## config.mk

```make
export PLATFORM = sky130hd
export DESIGN_NAME = bcd_display_timer
export DESIGN_NICKNAME = d
export VERILOG_FILES = /design/src/rtl/bcd_display_timer_pkg.sv /design/src/rtl/bcd_display_timer_seg7.sv /design/src/rtl/bcd_display_timer.sv
export SDC_FILE = /design/constraint.sdc
export NUM_CORES = 1
export LEC_CHECK = 0
export CAP_MARGIN = 30
export CORE_ASPECT_RATIO = 2
export CORE_UTILIZATION = 54
export CTS_BUF_LIST = sky130_fd_sc_hd__clkbuf_4
export DETAILED_ROUTE_END_ITERATION = 16
export HOLD_SLACK_MARGIN = 0.1
export PLACE_DENSITY = 0.77
export REMOVE_ABC_BUFFERS = 1
export SYNTH_ARGS = -nofsm -noshare
export SYNTH_HDL_FRONTEND = slang
export SYNTH_SLANG_ARGS = --single-unit
```

## constraint.sdc

```tcl
create_clock -name clk -period 3.3 [get_ports clk]
set_input_delay 0.66 -clock clk [delete_from_list [all_inputs] [get_ports clk]]
set_output_delay 0.66 -clock clk [all_outputs]
set_load 0.01 [all_outputs]
```

## src/rtl/bcd_display_timer_pkg.sv

```systemverilog
// Shared constants for the BCD display timer: digit width, seven-segment
// codes (gfedcba, active-high) and a counter-width helper.
package bcd_display_timer_pkg;

  localparam int BCD_W = 4;

  localparam logic [6:0] SEG_0     = 7'h3F;
  localparam logic [6:0] SEG_1     = 7'h06;
  localparam logic [6:0] SEG_2     = 7'h5B;
  localparam logic [6:0] SEG_3     = 7'h4F;
  localparam logic [6:0] SEG_4     = 7'h66;
  localparam logic [6:0] SEG_5     = 7'h6D;
  localparam logic [6:0] SEG_6     = 7'h7D;
  localparam logic [6:0] SEG_7     = 7'h07;
  localparam logic [6:0] SEG_8     = 7'h7F;
  localparam logic [6:0] SEG_9     = 7'h6F;
  localparam logic [6:0] SEG_BLANK = 7'h00;

  // Width of a counter holding 0..n-1; never zero so n=1 still yields a legal vector.
  function automatic int cnt_width(input int n);
    return (n <= 2) ? 1 : $clog2(n);
  endfunction

endpackage

```

## src/rtl/bcd_display_timer_seg7.sv

```systemverilog
// Combinational BCD to seven-segment decoder with a blank override.
module bcd_seg7_decoder
  import bcd_display_timer_pkg::*;
(
  input  logic [BCD_W-1:0] bcd,
  input  logic             blank,
  output logic [6:0]       segments
);

  // Look up the segment pattern; blank or non-BCD codes light nothing.
  always_comb begin
    segments = SEG_BLANK;
    if (!blank) begin
      case (bcd)
        4'd0:    segments = SEG_0;
        4'd1:    segments = SEG_1;
        4'd2:    segments = SEG_2;
        4'd3:    segments = SEG_3;
        4'd4:    segments = SEG_4;
        4'd5:    segments = SEG_5;
        4'd6:    segments = SEG_6;
        4'd7:    segments = SEG_7;
        4'd8:    segments = SEG_8;
        4'd9:    segments = SEG_9;
        default: segments = SEG_BLANK;
      endcase
    end
  end

endmodule

```

## src/rtl/bcd_display_timer.sv

```systemverilog
// Multi-digit BCD seconds timer with run/pause, clear, up/down, wrap or
// saturate, and a time-multiplexed seven-segment display driver.
module bcd_display_timer
  import bcd_display_timer_pkg::*;
#(
  parameter int NUM_DIGITS = 4,
  parameter int TICK_DIV   = 16_000_000,
  parameter int MUX_DIV    = 16_000,
  parameter int BLANK_LZ   = 0
)(
  input  logic                        clk,
  input  logic                        reset,
  input  logic                        run,
  input  logic                        down,
  input  logic                        clear,
  input  logic                        wrap,
  output logic [BCD_W*NUM_DIGITS-1:0] count_bcd,
  output logic [6:0]                  segments,
  output logic [NUM_DIGITS-1:0]       digit_sel,
  output logic                        tick,
  output logic                        rollover,
  output logic                        at_limit
);

  localparam int CNT_W = BCD_W * NUM_DIGITS;
  localparam int PRE_W = cnt_width(TICK_DIV);
  localparam int MUX_W = cnt_width(MUX_DIV);
  localparam int IDX_W = cnt_width(NUM_DIGITS);
  localparam logic [PRE_W-1:0] PRE_LAST = PRE_W'(TICK_DIV - 1);
  localparam logic [MUX_W-1:0] MUX_LAST = MUX_W'(MUX_DIV - 1);
  localparam logic [IDX_W-1:0] IDX_LAST = IDX_W'(NUM_DIGITS - 1);

  logic [PRE_W-1:0]      pre_q, pre_d;
  logic [CNT_W-1:0]      count_q, count_d, count_stepped;
  logic                  tick_q, tick_d, rollover_q, rollover_d;
  logic                  step, carry;
  logic [MUX_W-1:0]      mdiv_q, mdiv_d;
  logic [IDX_W-1:0]      idx_q, idx_d;
  logic [NUM_DIGITS-1:0] sel_q, sel_d;
  logic [6:0]            seg_q, seg_d;
  logic [BCD_W-1:0]      mux_digit;
  logic                  mux_blank;

  // Prescaler: free-runs while run=1, clear forces it back to zero.
  always_comb begin
    step  = run && (pre_q == PRE_LAST) && !clear;
    pre_d = pre_q;
    if (clear)
      pre_d = '0;
    else if (run)
      pre_d = (pre_q == PRE_LAST) ? '0 : pre_q + PRE_W'(1);
  end

  // Ripple carry/borrow through the digits; a carry out of the top digit means the count sits at its limit.
  always_comb begin
    count_stepped = count_q;
    carry         = 1'b1;
    for (int i = 0; i < NUM_DIGITS; i++) begin
      if (carry) begin
        if (down) begin
          if (count_q[BCD_W*i +: BCD_W] == 4'd0) begin
            count_stepped[BCD_W*i +: BCD_W] = 4'd9;
          end else begin
            count_stepped[BCD_W*i +: BCD_W] = count_q[BCD_W*i +: BCD_W] - 4'd1;
            carry = 1'b0;
          end
        end else begin
          if (count_q[BCD_W*i +: BCD_W] == 4'd9) begin
            count_stepped[BCD_W*i +: BCD_W] = 4'd0;
          end else begin
            count_stepped[BCD_W*i +: BCD_W] = count_q[BCD_W*i +: BCD_W] + 4'd1;
            carry = 1'b0;
          end
        end
      end
    end
  end

  // Count update: clear first, then a step either moves, wraps, or saturates.
  always_comb begin
    count_d    = count_q;
    tick_d     = 1'b0;
    rollover_d = 1'b0;
    if (clear) begin
      count_d = '0;
    end else if (step) begin
      tick_d = 1'b1;
      if (!carry) begin
        count_d = count_stepped;
      end else if (wrap) begin
        count_d    = count_stepped;
        rollover_d = 1'b1;
      end
    end
  end

  // Display mux: pick the next digit and decode it from the current count so digit_sel and segments move together.
  always_comb begin
    mdiv_d = mdiv_q + MUX_W'(1);
    idx_d  = idx_q;
    if (mdiv_q == MUX_LAST) begin
      mdiv_d = '0;
      idx_d  = (idx_q == IDX_LAST) ? '0 : idx_q + IDX_W'(1);
    end
    sel_d     = '0;
    mux_digit = '0;
    mux_blank = (BLANK_LZ != 0) && (idx_d != '0);
    for (int i = 0; i < NUM_DIGITS; i++) begin
      if (idx_d == IDX_W'(i)) begin
        sel_d[i]  = 1'b1;
        mux_digit = count_q[BCD_W*i +: BCD_W];
      end
      if ((IDX_W'(i) >= idx_d) && (count_q[BCD_W*i +: BCD_W] != 4'd0))
        mux_blank = 1'b0;
    end
  end

  bcd_seg7_decoder u_dec (
    .bcd      (mux_digit),
    .blank    (mux_blank),
    .segments (seg_d)
  );

  // State registers.
  always_ff @(posedge clk or posedge reset) begin
    if (reset) begin
      pre_q      <= '0;
      count_q    <= '0;
      tick_q     <= 1'b0;
      rollover_q <= 1'b0;
      mdiv_q     <= '0;
      idx_q      <= '0;
      sel_q      <= NUM_DIGITS'(1);
      seg_q      <= SEG_0;
    end else begin
      pre_q      <= pre_d;
      count_q    <= count_d;
      tick_q     <= tick_d;
      rollover_q <= rollover_d;
      mdiv_q     <= mdiv_d;
      idx_q      <= idx_d;
      sel_q      <= sel_d;
      seg_q      <= seg_d;
    end
  end

  assign count_bcd = count_q;
  assign tick      = tick_q;
  assign rollover  = rollover_q;
  assign digit_sel = sel_q;
  assign segments  = seg_q;
  assign at_limit  = carry;

endmodule

```

==> results of run 1 <==
path summary, 6_finish.rpt:
check,start,to
min in group asynchronous,reset,mdiv_q[0]
worst max register to register,idx_q[1],segments[5]
max in group asynchronous,reset,segments[3]
worst min-delay path,mdiv_q[0],mdiv_q[0]
worst min register to register,mdiv_q[0],mdiv_q[0]
worst max-delay path,count_bcd[8],at_limit
timing repair:
action                     CTS  global route
pin swaps                    1             1
resized for setup            2             4
hold buffers                 0             0
setup endpoints to repair    1             1
gates cloned                 0             0
worst register-to-register path, stage by stage, from the launching register on:
cell and delay (ns):
dfrtp_1 0.51, ha_1 0.24, nor2_1 0.30, mux4_2 0.55
mux2i_1 0.62, nor2_1 0.21, a31o_2 0.27
state kept, by name (all words and copies together), names as in the netlist:
name       flops
segments       7
tick           1
idx_q          2
digit_sel      4
rollover       1
pre_q         24
count_bcd     16
mdiv_q        14
final cells by class:
| cell class | count | share of cell area |
|---|---|---|
| Antenna cell | 1 | 0.000505 |
| Sequential cell | 69 | 0.350 |
| Tap cell | 94 | 0.0237 |
| Timing Repair Buffer | 55 | 0.105 |
| Inverter | 20 | 0.0151 |
| Clock inverter | 6 | 0.0111 |
| Multi-Input combinational cell | 344 | 0.480 |
| Clock buffer | 10 | 0.0151 |
report_power, final:
part | internal, mW | switching (mW)
logic | 0.0300 | 0.0527
registers | 0.848 | 0.00265
clock network | 0.232 | 0.297
cell usage after synthesis (3+ instances only):
| library cell | instances | area (um2) |
|---|---|---|
| a31oi_1 | 8 | 50.1 |
| mux2i_1 | 20 | 200 |
| nor3_1 | 3 | 15.0 |
| dfrtp_1 | 62 | 1550 |
| and3_1 | 4 | 25.0 |
| nor2b_1 | 7 | 43.8 |
| ha_1 | 16 | 200 |
| nand3_1 | 18 | 90.1 |
| a21oi_1 | 20 | 100 |
| mux4_2 | 6 | 135 |
| nor4_1 | 3 | 18.8 |
| o211ai_1 | 3 | 22.5 |
| a211oi_1 | 3 | 22.5 |
| nor3b_1 | 3 | 22.5 |
| inv_1 | 20 | 75.1 |
| nand2_1 | 32 | 120 |
| nand3b_1 | 10 | 75.1 |
| nor2_1 | 61 | 229 |
| xnor2_1 | 13 | 114 |
| nand4_1 | 12 | 75.1 |
| o22ai_1 | 4 | 25.0 |
| nand2b_1 | 6 | 37.5 |
| dfstp_2 | 7 | 184 |
| a21o_1 | 3 | 22.5 |
| clkbuf_1 | 14 | 52.6 |
| xor2_1 | 18 | 158 |
| o21ai_0 | 21 | 105 |
| or3_1 | 7 | 43.8 |
through the flow:
stage / utilization / setup WS [ns]
2_1_floorplan: - / 0.402
3_3_place_gp: 0.628 / -0.0492
3_5_place_dp: 0.628 / -0.0552
4_1_cts: 0.646 / 0.00392
5_1_grt: 0.648 / 0.0701
6_report: 0.648 / 0.189
kinds of logic after synthesis:
kind of cell / after synthesis
xor+xnor: 31
flops: 69
compound gates: 80
simple gates: 189
mux: 28
fa+ha+maj: 16
buf+inv: 44
metal layers:
metal  vias up  wire (um)  part of all wire  global-route usage
li1       1709          -                 -                   -
met1      1760       3590              0.36               0.257
met2        96       5690              0.57               0.471
met3        29        334             0.033              0.0488
met4         0        376             0.038               0.161
met5         -          0                 0                   0
layout by cell type (no fill, tap or decap), types with 6 or more instances in the layout:
cell type,n
xnor2_1,13
or3_1,7
nor2b_1,7
nand2b_1,6
mux4_2,6
nor2_1,61
inv_1,19
nand2_1,32
ha_1,16
clkdlybuf4s50_1,34
nand4_1,12
mux2i_1,20
nand3_1,18
buf_4,18
xor2_1,18
a21oi_1,20
dfrtp_1,61
clkbuf_4,10
nand3b_1,10
a31oi_1,8
dfstp_2,7
o21ai_0,21
==> impl_metrics.json, run 1 <==
{
  "routed_wl_mm": 9.98,
  "core.rowCount": 45,
  "synth-simple-area-share": 0.240,
  "place_area_um2": 4810,
  "clkLatencyLatePin_ns": 0.43,
  "critical_path.cell_chain": "inv_1 -> ha_1 -> nand3b_1 -> a21oi_1 -> nand4_1 -> inv_1 -> clkdlybuf4s50_1",
  "r2r_cells": 6,
  "stdcell_area_um2": 4960,
  "synthMuxAreaShare": 0.0835,
  "syn_inst": 457,
  "setup_violations": 0,
  "io_pins": 36,
  "drt_iter0_drc": 224,
  "hold_ws_ns": 0.505,
  "synth-async-reset-ratio": 1.00,
  "slowest_delay_ns": 0.54,
  "synth_area_um2": 4320,
  "crit_arrival_ns": 2.45,
  "maxCapViolCount": 0,
  "die_height_um": 128,
  "whs_path_depth": 1,
  "startpoint_type": "flop",
  "die_area_um2": 8380,
  "place.port_buffers": 35,
  "synth_compound_area_frac": 0.116,
  "grt_start_max_net_pins": 39,
  "dp_cells": 582,
  "slew_viol_final": 0,
  "crit_type": "flop to primary output",
  "ant_nets": 0,
  "cts.clk_slew.worst_paths_ns": 0.11,
  "worst_pin_slew_ns": 0.753,
  "antenna_found_initial": 1,
  "grtUsageTotal": 0.257,
  "setup_tns_ns": 0,
  "area_growth_pct": 14.9,
  "outcome": "complete, no violations",
  "multi_input_area_um2": 2380,
  "skew_ns": 0.0117,
  "drive_above_1_share": 0.129,
  "cts_max_level": 3,
  "synth-edff-count": 0,
  "cp.depth": 7,
  "cp_common_cell": "inv_1",
  "core_area_um2": 7660,
  "ys_ff_latch": 69,
  "grt_remaining_overflow": 0,
  "cts_tree": "done",
  "grt_pass1_vias": 3545,
  "maxSlewHeadroom": 0.484,
  "cts_root_buffer": "clkbuf_4",
  "cts_buffer_depth": 2,
  "post-route-period-util": 0.943,
  "wire_per_inst_um": 16.7,
  "layout.cells.non_filler": 599,
  "synth-xor-area-share": 0.0629,
  "dp_hpwl_mm": 7.43,
  "drc": 0,
  "start_util": 0.564,
  "place.gp.congestion": 0.946,
  "vias": 3594,
  "vias_per_cell": 6.00,
  "synthAdderAreaFrac": 0.0464,
  "worst_path_max_delay_cell": "dfrtp_1",
  "rsz0062_at_grt": "no",
  "cp.buffers_inverters": 3,
  "r2r_slack_ns": 0.54,
  "num-nets-final": 521,
  "fin_crit_ns": 3.11,
  "hold_path_class": "flop to flop",
  "power_density_nw_per_um2": 295,
  "p_leak_nw": 2.18,
  "cts_made_buffers": 9,
  "seq_area_um2": 1740,
  "drt_first_pass_iters": 5,
  "post_cts_buffers": 0,
  "die_w_um": 65.2,
  "power_mw": 1.46,
  "grt_pass1_wl_mm": 16.5,
  "required_ns": 2.64,
  "ys_types": 69,
  "fillerInstances": 664,
  "fmax_ghz": 0.321,
  "synth_top_family_by_area": "simple AND/OR/NAND/NOR gates",
  "hold_violations": 0,
  "synth_ff_type": "dfrtp_1",
  "postSynthAreaPerCell_um2": 9.45,
  "peakVddDrop_uv": 347,
  "crit_path_max_fanout": 10,
  "cp-end-kind": "primary output",
  "yosysSeqAreaShare": 0.402,
  "cts.sinks": 69,
  "ys_warn_count": 0,
  "cp_top_family": "buffers and inverters"
}
(Power assumes the default switching activity.)
==> inputs of run 2 (changes only) <==
Settings changed: ABC_CLOCK_PERIOD_IN_PS from default to 3300, SLEW_MARGIN from default to 5.
==> results of run 2 <==
The final DEF is identical to that of run 1; final timing and power are the same.
==> inputs of run 3 (changes only) <==
Settings changed: ABC_CLOCK_PERIOD_IN_PS 3300 to 3900, DONT_BUFFER_PORTS from default to 1, PLACE_DENSITY 0.77 to 0.71, REMOVE_ABC_BUFFERS 1 to default.
Clock period 3.3 ns to 3.9 ns, I/O delays scaled along.
==> impl_metrics.json, run 3 (synthesis gave the netlist of run 1 again) <==
{
  "final_cell_mix": "62 x dfrtp_1, 61 x nor2_1, 32 x nand2_1",
  "ant_nets": 0,
  "start_util": 0.564,
  "crit_path_max_fanout": 10,
  "outcome": "complete, no violations",
  "maxCapViolCount": 0,
  "num-nets-final": 469,
  "post_cts_buffers": 0,
  "crit_type": "flop to primary output",
  "dp_cells": 530,
  "dp_hpwl_mm": 7.00,
  "cts_resized": 0,
  "largest_reg_flops": 24,
  "crit_arrival_ns": 2.31,
  "drive_above_1_share": 0.102,
  "antenna_found_initial": 1,
  "multi_input_area_um2": 2370,
  "layout.cells.non_filler": 547,
  "place.gp.congestion": 0.865,
  "drc": 0,
  "hold_violations": 0,
  "die_area_um2": 8380,
  "skew_ns": 0.0159,
  "grtUsageTotal": 0.244,
  "die_w_um": 65.2,
  "place_area_um2": 4330,
  "synthesis.nets": 479,
  "setup_violations": 0,
  "slew_viol_final": 0,
  "p_leak_nw": 1.99,
  "vias": 3350,
  "drt_first_pass_iters": 4,
  "rsz0062_at_grt": "no",
  "grt_start_max_net_pins": 43,
  "cp-end-kind": "primary output",
  "core_area_um2": 7660,
  "cts_tree": "done",
  "power_mw": 1.35,
  "grt_remaining_overflow": 0,
  "clkLatencyLatePin_ns": 0.43,
  "maxSlewHeadroom": 0.482,
  "layout_commonest_cell": "dfrtp_1",
  "grt_pass1_vias": 3419,
  "place.port_buffers": 0,
  "hold_path_class": "input pin to async pin",
  "vias_per_cell": 6.12,
  "fin_util": 0.590,
  "setup_tns_ns": 0,
  "cts_max_level": 3,
  "top_register": "pre_q",
  "die_height_um": 128,
  "fillerInstances": 685,
  "drt_iter0_drc": 156,
  "fmax_ghz": 0.324,
  "stdcell_area_um2": 4520,
  "cts.clk_slew.worst_paths_ns": 0.11,
  "seq_area_um2": 1740,
  "cts_root_buffer": "clkbuf_4",
  "cts_hold_buf": 0,
  "fin_crit_ns": 3.09,
  "post-route-period-util": 0.792,
  "worst_pin_slew_ns": 0.755,
  "area_growth_pct": 4.61,
  "grt_pass1_wl_mm": 15.6,
  "core.rowCount": 45,
  "cts_made_buffers": 9,
  "cts.sinks": 69,
  "routed_wl_mm": 9.53,
  "required_ns": 3.12,
  "power_density_nw_per_um2": 299,
  "peakVddDrop_uv": 215,
  "io_pins": 36,
  "startpoint_type": "flop",
  "wire_per_inst_um": 17.4,
  "cts_buffer_depth": 2
}
-- run 3: layout make-up --
class,instances,share of cell area
Tap cell,94,0.0260
Clock buffer,11,0.0183
Sequential cell,69,0.384
Clock inverter,5,0.0219
Antenna cell,1,0.000554
Timing Repair Buffer,3,0.00776
Multi-Input combinational cell,344,0.525
Inverter,20,0.0166
-- run 3: final timing paths --
path / startpoint / endpoint / slack [ns] / cells past startpoint
max in group asynchronous: reset / segments[0] / 2.81 / 3
max reg2reg: mdiv_q[0] / segments[3] / 0.85 / 11
min: reset / count_bcd[2] / 0.19 / 1
min reg2reg: mdiv_q[0] / mdiv_q[0] / 0.49 / 1
min in group clk: clear / count_bcd[0] / 0.41 / 1
max: count_bcd[8] / at_limit / 0.81 / 6
-- run 3: metal layers --
metal | GRT usage | vias up | wire length (um)
li1 | - | 1602 | -
met1 | 0.223 | 1672 | 3390
met2 | 0.464 | 61 | 5540
met3 | 0.0612 | 15 | 391
met4 | 0.138 | 0 | 208
met5 | 0 | - | 0
-- run 3: worst max-delay path: stages, from the launching register on --
cell and delay, ns:
dfrtp_1 0.55, inv_1 0.17, ha_1 0.30, nand3b_1 0.11
a21oi_1 0.34, nand4_1 0.24, inv_1 0.17
-- run 3: metrics by stage --
step / setup slack (ns) / hold WS (ns)
finish: 0.810 / 0.187
global route: 0.605 / 0.186
CTS: 0.784 / 0.177
detailed placement: 0.845 / 0.483
global placement: 1.03 / 0.465
floorplan: 1.24 / 0.455
-- run 3: where the power goes --
group / internal (mW) / switching [mW]
Sequential: 0.717 / 0.00198
Clock: 0.336 / 0.247
Combinational: 0.0157 / 0.0302
